===== src/rtl/rv32i_pkg.sv =====
// Shared types and sizes for the rv32i core write-back path.
//   XLEN     : register data width
//   NREG     : number of architectural registers
//   REG_AW   : register address width
//   LQ_DEPTH : default depth of the load-result FIFO
//   wb_req_t : one pending register write (destination + data)
package rv32i_pkg;

  localparam int XLEN     = 32;
  localparam int NREG     = 32;
  localparam int REG_AW   = $clog2(NREG);
  localparam int LQ_DEPTH = 2;

  typedef struct packed {
    logic [REG_AW-1:0] rd;
    logic [XLEN-1:0]   data;
  } wb_req_t;

endpackage


===== src/rtl/wb_fifo.sv =====
// Small synchronous FIFO of write-back requests used to park load results
// until the write port is free.
//   i_clk, i_rst : clock, asynchronous active-high reset
//   i_push       : write i_data (ignored when full)
//   i_pop        : discard the head entry (ignored when empty)
//   o_data       : head entry, valid while !o_empty
//   o_full       : no free slot
//   o_empty      : no entry stored
module wb_fifo
  import rv32i_pkg::*;
#(
  parameter int DEPTH = LQ_DEPTH
) (
  input  logic    i_clk,
  input  logic    i_rst,
  input  logic    i_push,
  input  wb_req_t i_data,
  input  logic    i_pop,
  output wb_req_t o_data,
  output logic    o_full,
  output logic    o_empty
);

  localparam int AW = (DEPTH > 1) ? $clog2(DEPTH) : 1;
  localparam int CW = AW + 1;

  wb_req_t         mem_q [DEPTH];
  logic [AW-1:0]   wr_ptr_q, wr_ptr_d;
  logic [AW-1:0]   rd_ptr_q, rd_ptr_d;
  logic [CW-1:0]   count_q,  count_d;
  logic            push_ok, pop_ok;

  assign o_full  = (count_q == CW'(DEPTH));
  assign o_empty = (count_q == '0);
  assign push_ok = i_push && !o_full;
  assign pop_ok  = i_pop && !o_empty;
  // Head is read straight from storage so the writer can take it this cycle.
  assign o_data  = mem_q[rd_ptr_q];

  always_comb begin
    wr_ptr_d = wr_ptr_q;
    rd_ptr_d = rd_ptr_q;
    count_d  = count_q;
    // DEPTH is a power of two, so pointers wrap by natural overflow.
    if (push_ok) wr_ptr_d = wr_ptr_q + 1'b1;
    if (pop_ok)  rd_ptr_d = rd_ptr_q + 1'b1;
    case ({push_ok, pop_ok})
      2'b10:   count_d = count_q + 1'b1;
      2'b01:   count_d = count_q - 1'b1;
      default: count_d = count_q;
    endcase
  end

  always_ff @(posedge i_clk or posedge i_rst) begin
    if (i_rst) begin
      wr_ptr_q <= '0;
      rd_ptr_q <= '0;
      count_q  <= '0;
    end else begin
      wr_ptr_q <= wr_ptr_d;
      rd_ptr_q <= rd_ptr_d;
      count_q  <= count_d;
    end
  end

  // Storage needs no reset: entries are only visible through count_q.
  always_ff @(posedge i_clk) begin
    if (push_ok) mem_q[wr_ptr_q] <= i_data;
  end

endmodule


===== src/rtl/regfile_writeback.sv =====
// Write-back stage: merges ALU results (always accepted, highest priority)
// and handshaked load results (buffered in a FIFO) into a single registered
// RegFile write per cycle, and tracks which registers await a load.
//   i_clk, i_rst                 : clock, asynchronous active-high reset
//   i_issue_*                    : issue-time load tracking (sets busy[rd])
//   o_rd_busy/o_r1_busy/o_r2_busy: busy lookups for issue and decode
//   i_alu_*                      : ALU result, no backpressure
//   i_ld_* / o_ld_ready          : load result handshake
//   o_wen/o_waddr/o_wdata        : registered RegFile write port
module regfile_writeback
  import rv32i_pkg::*;
#(
  parameter int LQ = LQ_DEPTH
) (
  input  logic              i_clk,
  input  logic              i_rst,
  input  logic              i_issue_valid,
  input  logic              i_issue_load,
  input  logic [REG_AW-1:0] i_issue_rd,
  output logic              o_rd_busy,
  input  logic              i_alu_valid,
  input  logic [REG_AW-1:0] i_alu_rd,
  input  logic [XLEN-1:0]   i_alu_data,
  input  logic              i_ld_valid,
  output logic              o_ld_ready,
  input  logic [REG_AW-1:0] i_ld_rd,
  input  logic [XLEN-1:0]   i_ld_data,
  output logic              o_wen,
  output logic [REG_AW-1:0] o_waddr,
  output logic [XLEN-1:0]   o_wdata,
  input  logic [REG_AW-1:0] i_r1addr,
  input  logic [REG_AW-1:0] i_r2addr,
  output logic              o_r1_busy,
  output logic              o_r2_busy
);

  wb_req_t           ld_req;
  wb_req_t           head;
  logic              fifo_full, fifo_empty;
  logic              push, pop;

  logic              wen_q,   wen_d;
  logic [REG_AW-1:0] waddr_q, waddr_d;
  logic [XLEN-1:0]   wdata_q, wdata_d;
  logic [NREG-1:0]   busy_q,  busy_d;

  assign ld_req.rd   = i_ld_rd;
  assign ld_req.data = i_ld_data;

  // Ready comes only from the registered occupancy: a full FIFO refuses a
  // new load even in a cycle where it is popping.
  assign o_ld_ready = !fifo_full;
  assign push       = i_ld_valid && !fifo_full;
  // The ALU owns the write port whenever it has a result.
  assign pop        = !i_alu_valid && !fifo_empty;

  wb_fifo #(.DEPTH(LQ)) u_lq (
    .i_clk   (i_clk),
    .i_rst   (i_rst),
    .i_push  (push),
    .i_data  (ld_req),
    .i_pop   (pop),
    .o_data  (head),
    .o_full  (fifo_full),
    .o_empty (fifo_empty)
  );

  always_comb begin
    wen_d   = 1'b0;
    waddr_d = waddr_q;
    wdata_d = wdata_q;
    busy_d  = busy_q;
    if (i_alu_valid) begin
      if (i_alu_rd != '0) begin
        wen_d   = 1'b1;
        waddr_d = i_alu_rd;
        wdata_d = i_alu_data;
      end
    end else if (pop) begin
      // An x0 load is still drained from the FIFO but produces no write.
      if (head.rd != '0) begin
        wen_d          = 1'b1;
        waddr_d        = head.rd;
        wdata_d        = head.data;
        busy_d[head.rd] = 1'b0;
      end
    end
    // Applied after the clear so a same-edge re-issue keeps the bit set.
    if (i_issue_valid && i_issue_load && (i_issue_rd != '0))
      busy_d[i_issue_rd] = 1'b1;
  end

  always_ff @(posedge i_clk or posedge i_rst) begin
    if (i_rst) begin
      wen_q   <= 1'b0;
      waddr_q <= '0;
      wdata_q <= '0;
      busy_q  <= '0;
    end else begin
      wen_q   <= wen_d;
      waddr_q <= waddr_d;
      wdata_q <= wdata_d;
      busy_q  <= busy_d;
    end
  end

  assign o_wen   = wen_q;
  assign o_waddr = waddr_q;
  assign o_wdata = wdata_q;

  // busy_q[0] can never be set, so x0 always reads as not busy.
  assign o_rd_busy = busy_q[i_issue_rd];
  assign o_r1_busy = busy_q[i_r1addr];
  assign o_r2_busy = busy_q[i_r2addr];

endmodule

===== config.mk =====
export PLATFORM = sky130hd
export DESIGN_NAME = regfile_writeback
export DESIGN_NICKNAME = d
export VERILOG_FILES = /design/src/rtl/rv32i_pkg.sv /design/src/rtl/wb_fifo.sv /design/src/rtl/regfile_writeback.sv
export SDC_FILE = /design/constraint.sdc
export NUM_CORES = 1
export LEC_CHECK = 0
export ABC_AREA = 0
export CORE_MARGIN = 1.5
export CORE_UTILIZATION = 45
export DETAILED_ROUTE_END_ITERATION = 8
export PLACE_DENSITY = 0.82
export SYNTH_ARGS = -nofsm -noshare
export SYNTH_HDL_FRONTEND = slang
export SYNTH_SLANG_ARGS = --single-unit

===== constraint.sdc =====
create_clock -name i_clk -period 3.2 [get_ports i_clk]
set_input_delay 0.48 -clock i_clk [delete_from_list [all_inputs] [get_ports i_clk]]
set_output_delay 0.48 -clock i_clk [all_outputs]
set_load 0.1 [all_outputs]

==> results of run 1 <==
sequential cells by signal (all words and copies together), names as in the netlist:
signal	count
u_lq.rd_ptr_q	1
o_wdata	32
o_waddr	5
o_wen	1
u_lq.count_q	2
u_lq.mem_q	74
u_lq.wr_ptr_q	1
busy_q	32
report_power, final:
part,switching (mW),internal [mW]
sequential,0.494,2.64
clock,0.735,1.16
combinational,2.46,1.20
total,3.69,4.99
area by class of cell:
| class | count | area, um^2 |
|---|---|---|
| fill | 1165 | 6111 |
| timing repair buffer | 152 | 1501 |
| tap | 188 | 235.2 |
| sequential | 148 | 4075 |
| multi-input combinational | 354 | 2599 |
| clock inverter | 10 | 106.4 |
| inverter | 2 | 7.507 |
| clock buffer | 22 | 454.2 |
per-layer routing:
metal | track usage [%] | up-vias
met1 | 28.03 | 2556
met4 | 11.56 | 0
li1 | - | 2316
met5 | 0 | -
met2 | 37.58 | 276
met3 | 7.296 | 46
cells in the mapped netlist (2+ instances only):
cell,count,area [um^2]
a21oi_1,34,170.2
and2_1,2,12.51
and3_1,4,25.02
buf_1,2,7.510
buf_2,8,40.04
buf_4,8,60.06
buf_6,7,78.83
clkbuf_1,14,52.55
dfrtp_1,74,1852
edfxtp_1,74,2222
inv_1,2,7.510
mux2_2,9,101.4
mux2i_1,42,420.4
mux4_2,24,540.5
nand2_1,42,157.7
nand2b_1,3,18.77
nand3_1,13,65.06
nand3b_1,4,30.03
nand4_1,2,12.51
nor2_1,37,138.9
nor2b_1,5,31.28
nor3_1,2,10.01
nor3b_1,5,37.54
nor4_1,2,12.51
o21ai_0,63,315.3
o22ai_1,37,231.5
or3_1,3,18.77
xnor2_1,3,26.28
xor2_1,2,17.52
kinds of logic (layout without fill, tap and decap cells):
logic type / Yosys count / in the layout
DFF: 148 / 148
AOI/OAI and AO/OA: 142 / 142
and+or+nand+nor: 130 / 130
muxes: 76 / 76
buffers and inverters: 41 / 186
xor gates and xnor gates: 5 / 5
adders and majority gates: 1 / 1
critical path, cell delays in order:
cell and delay, ns:
clkdlybuf4s50_1 0.46, buf_4 0.19, mux4_2 0.50, nor2b_1 0.15, a2111oi_1 0.45, nor4_2 0.12
buf_12 0.18
metrics by stage:
| step | cells | setup WS, ns | setup TNS [ns] |
|---|---|---|---|
| 2_1_floorplan | 543 | -0.2283 | -0.2283 |
| 3_3_place_gp | 844 | 0.1967 | 0 |
| 3_5_place_dp | 844 | 0.1704 | 0 |
| 4_1_cts | 876 | 0.1607 | 0 |
| 5_1_grt | 876 | 0.04761 | 0 |
| 6_report | 876 | 0.1785 | 0 |
worst min path at each step:
| stage | startpoint | end | depth (start not counted) |
|---|---|---|---|
| after global placement | busy_q[0]$_DFF_PP0_ | busy_q[0]$_DFF_PP0_ | 0 |
| after detailed placement | busy_q[0]$_DFF_PP0_ | busy_q[0]$_DFF_PP0_ | 0 |
| after floorplan | busy_q[0]$_DFF_PP0_ | busy_q[0]$_DFF_PP0_ | 1 |
| after CTS | busy_q[0]$_DFF_PP0_ | busy_q[0]$_DFF_PP0_ | 0 |
| final | busy_q[0]$_DFF_PP0_ | busy_q[0]$_DFF_PP0_ | 0 |
| after global routing | busy_q[0]$_DFF_PP0_ | busy_q[0]$_DFF_PP0_ | 0 |
==> impl_metrics.yaml, run 1 <==
timing:
  slew_violations: 0
  skew_ns: 0.007836
  rsz0062_at_grt: "no"
  relSlewSlack_pct: 32.42
  finalCritPeriodShare_pct: 94.42
  hold_slack_ns: 0.4740
  worst_pin_slew_ns: 1.011
  fin_crit_ns: 3.021
  setup_viol: 0
  hold_viol: 0
  timing.fmax_mhz: 331.0
worst_setup_path:
  worstPathRequired_ns: 2.72
  crit_path_start_kind: "input pin"
  crit_path_start: "i_r1addr[1]"
  r2r.worst_path.cells: 5
  r2r-start: "u_lq.rd_ptr_q$_DFFE_PP0P_"
  crit_fanout: 8
  cp.arrival_ns: 2.54
  rrSetupSlack_ns: 1.16
  cp-endpoint: "o_r1_busy"
  cp-end-kind: "output pin"
  timing.rr.end: "o_wdata[11]$_DFFE_PP0P_"
  path_class: "input pin to output pin"
cts:
  cts_buffer_depth: 2
  clk_latency_ns: 0.43
  htree_num_levels: 4
  cts_inserted_buffers: 17
  cts_resized: 0
  clock-sinks: 148
  cts_tree: "built"
  clkTransAtPathRegs_ns: 0.05
  postCtsSetupBuffers: 0
  hold_buffers: 0
  clock-root-buffer: "clkbuf_16"
synth:
  synthArstFlopShare_pct: 50.00
  synthCells: 543
  synth_edf_count: 74
  synthMuxAreaShare_pct: 15.77
  yosys_warnings: 0
  synth_fa_ha_area_share_pct: 0.1819
  synth_nets: 639
  synth_top_family_by_area: "multiplexers"
  seq_area_frac_synth_pct: 59.23
  synth_seq_cells: 148
  syn_avg_cell_area_um2: 12.67
  synth.distinct_cells: 45
  yosys.area_share.simple_pct: 9.078
  synth_compound_area_share_pct: 11.52
  syn-cell-area_um2: 6878
  synth-main-ff-cell: "edfxtp_1"
  synth_xor_area_share_pct: 0.6367
route:
  first_iter_violations: 460
  met2_length_um: 8645
  antenna_left: 0
  wl_met1_um: 7068
  wl_met3_um: 1503
  totalWireLength_um: 17750
  vias_per_cell: 5.929
  avgRoutedWirePerCell_um: 20.26
  topRoutingLayerUsed: "met4"
  vias: 5194
  drt_first_pass_iters: 5
  route.detailed.drc: 0
die:
  die_area_um2: 16040
  coreArea_um2: 15090
  ios: 137
  initial_utilization_pct: 45.58
  die_h_um: 126.6
  row_count: 45
  die_w_um: 126.6
grt:
  antenna_found_initial: 0
  grt_usage_pct: 23.13
  grt_pass1_wl_um: 28320
  grt_pass1_vias: 5442
  grt_max_degree: 62
  grt.overflow.total: 0
layout:
  layout_common_cells: "120 x clkdlybuf4s50_1, 74 x edfxtp_1, 73 x dfrtp_1"
  final_core_util_pct: 59.50
  syn_to_final_growth_pct: 30.54
  fin_area_um2: 8979
  layout-drive-gt1-share_pct: 15.41
  n_antenna_cell: 0
  nets: 771
  layout_commonest_cell: "clkdlybuf4s50_1"
pwr:
  power_density_nw_per_um2: 967.1
  power_mw: 8.683
  peakVddDrop_mv: 0.6505
  power.leakage_nw: 3.433
placed_design:
  gp_congestion: 0.9555
  dp_hpwl_um: 12450
  io_buffer_count: 136
  placed_area_um2: 8418
status:
  status: "finished, final reports clean"
hold_path:
  min-delay-path-class: "register to register"
flow_run:
  maxCapViolations: 0
Power figures use the tool's default switching activity.
==> run 2: changes to the inputs <==
CTS_BUF_LIST = sky130_fd_sc_hd__clkbuf_4   (was not set)
==> run 2 against run 1 <==
  * Largest power group unchanged
  * Non-clock buffer count did not move
  * Flip-flop and latch count is the same
  * Via count fell by 0.15%
  * Worst hold slack worse by 0.12 ns
  * Wire length decreased by 0.78%
  * Global-route usage is 0.34 points lower
  * Total power is 9.1% lower
  * Die area unchanged
  * Sequential share of layout area increased by 1.5 points
  * Clock skew up 0.0075 ns
  * Sequential power is essentially flat
  * Highest routed layer unchanged
==> impl_metrics.yaml, run 2 (synthesis gave the netlist of run 1 again) <==
route:
  vias_per_cell: 5.920
  first_iter_violations: 452
  totalWireLength_um: 17610
  avgRoutedWirePerCell_um: 20.10
  drt_first_pass_iters: 4
  vias: 5186
  antenna_left: 0
  route.detailed.drc: 0
worst_setup_path:
  r2r-start: "u_lq.rd_ptr_q$_DFFE_PP0P_"
  crit_fanout: 8
  r2r.worst_path.cells: 5
  path_cells: "clkdlybuf4s50_1, buf_4, mux4_2, nor2b_1, a2111oi_1, nor4_2, buf_12"
  slowest_delay_ns: 0.51
  timing.rr.end: "o_wdata[12]$_DFFE_PP0P_"
  path_class: "input pin to output pin"
  path_buf_inv: 3
  rrSetupSlack_ns: 1.13
  cp_slowest_cell: "mux4_2"
  cp-end-kind: "output pin"
  crit_family: "buffers and inverters"
  worstPathRequired_ns: 2.72
  crit_path_start_kind: "input pin"
  cp.arrival_ns: 2.54
timing:
  slew_violations: 0
  relSlewSlack_pct: 32.30
  fin_ws_ns: 0.1789
  fin_crit_ns: 3.021
  finalCritPeriodShare_pct: 94.41
  rsz0062_at_grt: "no"
  hold_slack_ns: 0.3554
  timing.fmax_mhz: 331.0
  skew_ns: 0.01530
  fin_tns_setup_ns: 0
  setup_viol: 0
  hold_viol: 0
  worst_pin_slew_ns: 1.012
die:
  die_area_um2: 16040
  row_count: 45
  initial_utilization_pct: 45.58
  die_w_um: 126.6
  ios: 137
  die_h_um: 126.6
  coreArea_um2: 15090
layout:
  largest_register_ffs: 74
  nFillCells: 1214
  layout_commonest_cell: "clkdlybuf4s50_1"
  layout-drive-gt1-share_pct: 15.84
  final_core_util_pct: 57.56
  layout_common_cells: "120 x clkdlybuf4s50_1, 74 x edfxtp_1, 73 x dfrtp_1"
  fin_area_um2: 8686
  nets: 771
  top_register: "u_lq.mem_q"
  n_antenna_cell: 0
  stdcell_count: 876
  syn_to_final_growth_pct: 26.29
placed_design:
  placed_area_um2: 8418
  dp.cells: 844
  gp_congestion: 0.9555
  io_buffer_count: 136
  dp_hpwl_um: 12450
  post-place-ws_ns: 0.1704
cts:
  clk_latency_ns: 0.54
  hold_buffers: 0
  cts_buffer_depth: 2
  clkTransAtPathRegs_ns: 0.11
  cts_resized: 0
  clock-sinks: 148
  clock-root-buffer: "clkbuf_4"
  htree_num_levels: 4
  cts_tree: "built"
  postCtsSetupBuffers: 0
  cts_inserted_buffers: 17
pwr:
  power_mw: 7.890
  power_density_nw_per_um2: 908.4
  peakVddDrop_mv: 0.6380
  power.leakage_nw: 3.310
status:
  status: "finished, final reports clean"
grt:
  grt_pass1_vias: 5428
  grt.overflow.total: 0
  grt_usage_pct: 22.79
  grt_max_degree: 62
  antenna_found_initial: 0
  grt_pass1_wl_um: 28030
hold_path:
  min-delay-path-class: "input pin to asynchronous set/reset pin"
flow_run:
  maxCapViolations: 0
run 2: layout make-up:
cell class / instances / area (um^2) / share of cell area, %
multi-input combinational: 354 / 2599 / 29.92
tap: 188 / 235.2 / 2.708
sequential: 148 / 4075 / 46.92
clock buffer: 21 / 157.7 / 1.815
timing repair buffer: 152 / 1501 / 17.29
inverter: 2 / 7.507 / 0.08643
clock inverter: 11 / 110.1 / 1.268
run 2: layer usage:
metal | wire length [um] | part of all wire, % | vias to the layer above | track usage (%)
met5 | 0 | 0 | - | 0
met4 | 452 | 2.6 | 0 | 10.28
met3 | 1462 | 8.3 | 43 | 7.254
met2 | 8580 | 49 | 255 | 36.74
met1 | 7113 | 40 | 2569 | 28.29
li1 | - | - | 2319 | -
run 2: how the worst max path moves through the flow:
stage | start | slack, ns | endpoint | cells after the start
floorplan | i_r1addr[2] | -0.23 | o_r1_busy | 5
global placement | i_r1addr[1] | 0.20 | o_r1_busy | 7
detailed placement | i_r1addr[1] | 0.17 | o_r1_busy | 7
CTS | i_r1addr[1] | 0.16 | o_r1_busy | 7
global route | i_r1addr[1] | 0.05 | o_r1_busy | 7
finish | i_r1addr[1] | 0.18 | o_r1_busy | 7
run 2: worst register-to-register path: cells and delay by family (launching register included):
kind,cells,cell delay (ns)
compound gates,3,0.77
flops,1,0.59
simple gates,1,0.34
buf+inv,1,0.24
run 2: where the power goes:
part / internal, mW / total [mW] / switching [mW]
Combinational: 1.20 / 3.65 / 2.46
Sequential: 2.63 / 3.12 / 0.496
Clock: 0.489 / 1.11 / 0.624
Total: 4.31 / 7.89 / 3.58
==> run 3: changes to the inputs <==
ABC_AREA = 1   (was 0)
PLACE_DENSITY = not set   (was 0.82)
PLACE_DENSITY_LB_ADDON = 0.12   (was not set)
==> run 3 against run 2 <==
  * Worst hold slack worse by 0.068 ns
  * Sequential power is 2% higher
  * Flip-flop and latch count unchanged
  * Combinational power rose by 1%
  * Non-clock buffer count down 1
  * Final cell count grew 29%
  * Utilization rose by 0.67 points
  * Final area increased by 1.9%
  * Clock power grew 14%
  * Maximum frequency up 9.5%
  * Via count rose by 21%
  * Total power up 3.2%
==> impl_metrics.yaml, run 3 <==
synth:
  synth_edf_count: 74
  synth_area_leader_cell: "edfxtp_1"
  yosys-top-cells-area: "edfxtp_1 32%, dfrtp_1 26%, nand2_1 14%"
  synth_top_cells_by_count: "253 x nand2_1, 114 x nand3_1, 74 x dfrtp_1, 74 x edfxtp_1, 73 x nor2_1"
  synthArstFlopShare_pct: 50.00
  synthCells: 800
  yosysMostFrequentCell: "nand2_1"
  syn-cell-area_um2: 7020
  synth_seq_cells: 148
  yosys_warnings: 0
  syn_avg_cell_area_um2: 8.776
  seq_area_frac_synth_pct: 58.03
  synth-main-ff-cell: "edfxtp_1"
  yosysTopAreaCellShare_pct: 31.65
  synth.distinct_cells: 26
  synth_nets: 896
worst_setup_path:
  cp.arrival_ns: 2.28
  crit_family: "simple AND/OR/NAND/NOR gates"
  path_buf_inv: 2
  path_class: "input pin to output pin"
  cp-end-kind: "output pin"
  slowest_delay_ns: 0.63
  path_cells: "clkdlybuf4s50_1, nor2_2, nand2_1, nand4_1, nand2_1, nand2_1, nor2_1, nand2_1, buf_12"
  crit_fanout: 11
  cp_common_cell: "nand2_1"
  worstPathRequired_ns: 2.72
  crit_path_start_kind: "input pin"
  cp_slowest_cell: "clkdlybuf4s50_1"
pwr:
  peakVddDrop_mv: 0.5510
  power_density_nw_per_um2: 920.1
  power.leakage_nw: 3.764
timing:
  setup_viol: 0
  fin_crit_ns: 2.758
  slew_violations: 0
  hold_slack_ns: 0.2870
  finalCritPeriodShare_pct: 86.20
  worst_pin_slew_ns: 0.9767
  skew_ns: 0.02049
  fin_tns_setup_ns: 0
  rsz0062_at_grt: "no"
  relSlewSlack_pct: 34.68
  timing.fmax_mhz: 362.5
  hold_viol: 0
hold_path:
  min-delay-path-class: "input pin to asynchronous set/reset pin"
cts:
  clkTransAtPathRegs_ns: 0.14
  cts_tree: "built"
  clk_latency_ns: 0.55
  postCtsSetupBuffers: 0
  cts_buffer_depth: 2
  clock-root-buffer: "clkbuf_4"
  cts_resized: 0
  hold_buffers: 0
  cts_inserted_buffers: 17
  htree_num_levels: 4
  clock-sinks: 148
status:
  status: "finished, final reports clean"
placed_design:
  io_buffer_count: 136
  gp_congestion: 1.014
  dp_hpwl_um: 14460
layout:
  layout-drive-gt1-share_pct: 8.917
  nFillCells: 1396
  layout_commonest_cell: "nand2_1"
  layout_common_cells: "253 x nand2_1, 114 x nand3_1, 111 x clkdlybuf4s50_1"
  final_core_util_pct: 58.23
  top_register: "u_lq.mem_q"
  nets: 1025
  syn_to_final_growth_pct: 26.09
  largest_register_ffs: 74
route:
  vias: 6283
  totalWireLength_um: 20840
  first_iter_violations: 398
  avgRoutedWirePerCell_um: 18.42
  antenna_left: 0
  vias_per_cell: 5.555
  drt_first_pass_iters: 5
  route.detailed.drc: 0
die:
  coreArea_um2: 15200
  row_count: 45
  die_w_um: 127.9
  die_area_um2: 16360
  ios: 137
  die_h_um: 127.9
  initial_utilization_pct: 46.18
grt:
  grt_pass1_vias: 6087
  grt_pass1_wl_um: 32600
  grt_usage_pct: 26.51
  grt.overflow.total: 0
  antenna_found_initial: 1
  grt_max_degree: 75
flow_run:
  maxCapViolations: 0
run 3: cell families (layout without fill, tap and decap cells):
logic type | Yosys count | in the layout | synth area share [%]
buffers and inverters | 79 | 221 | 4.955
XOR/XNOR | 3 | 3 | 0.3743
AND/OR/NAND/NOR | 459 | 459 | 27.21
flip-flops | 148 | 148 | 58.03
other | 0 | 1 | 0
adder cells (fa/ha/maj) | 1 | 1 | 0.1782
AO/OA/AOI/OAI | 110 | 110 | 9.250
run 3: layer usage:
metal | share of wire (%) | GRT usage [%] | up-vias
met4 | 3.5 | 11.50 | 0
met5 | 0 | 0 | -
li1 | - | - | 2977
met3 | 7.8 | 7.179 | 56
met1 | 42 | 34.96 | 2965
met2 | 46 | 41.37 | 285
run 3: final cells by class:
cell class,count,area (um^2),share of cell area [%]
clock inverters,14,177.7,2.007
well taps,188,235.2,2.657
clock buffers,18,135.1,1.527
diodes,1,2.502,0.02827
repair buffers,151,1459,16.48
inverters,38,143.9,1.625
multi-input cells,573,2625,29.65
flip-flops and latches,148,4074,46.02
run 3: worst register-to-register path, cell delays in order (launching register included):
cell and delay [ns]:
dfrtp_1 0.48, inv_1 0.39, nand2_1 0.13, o21ai_2 0.17, nor2_4 0.06, nand3_1 0.08, nand2_1 0.07, nand2_1 0.20
buf_4 0.42, nand2_1 0.11, nand2_1 0.09
run 3: final timing paths:
path / slack, ns / end / cells after the start / start
worst min-delay path: 0.29 / o_wdata[17]$_DFFE_PP0P_ / 2 / i_rst
worst min register to register: 0.52 / o_wdata[28]$_DFFE_PP0P_ / 2 / o_wdata[28]$_DFFE_PP0P_
max in group asynchronous: 2.22 / busy_q[3]$_DFF_PP0_ / 3 / i_rst
min in group i_clk: 0.34 / u_lq.rd_ptr_q$_DFFE_PP0P_ / 3 / i_alu_valid
worst max register to register: 0.95 / o_wdata[5]$_DFFE_PP0P_ / 10 / u_lq.rd_ptr_q$_DFFE_PP0P_
worst max-delay path: 0.44 / o_rd_busy / 9 / i_issue_rd[0]
run 3: power breakdown:
group,switching [mW],internal (mW)
logic,2.76,0.933
registers,0.557,2.62
clock network,0.705,0.563
total,4.03,4.12
run 3: through the flow:
| step | instance area (um^2) | setup slack (ns) | power (mW) | cells |
|---|---|---|---|---|
| after CTS | 8850 | 0.4735 | 8.175 | 1130 |
| after global routing | 8852 | 0.2725 | 8.567 | 1131 |
| after detailed placement | 8537 | 0.4808 | 6.915 | 1098 |
| after floorplan | 7020 | -0.2011 | 5.733 | 800 |
| after global placement | 8537 | 0.4908 | 6.877 | 1098 |
| final | 8852 | 0.4417 | 8.145 | 1131 |
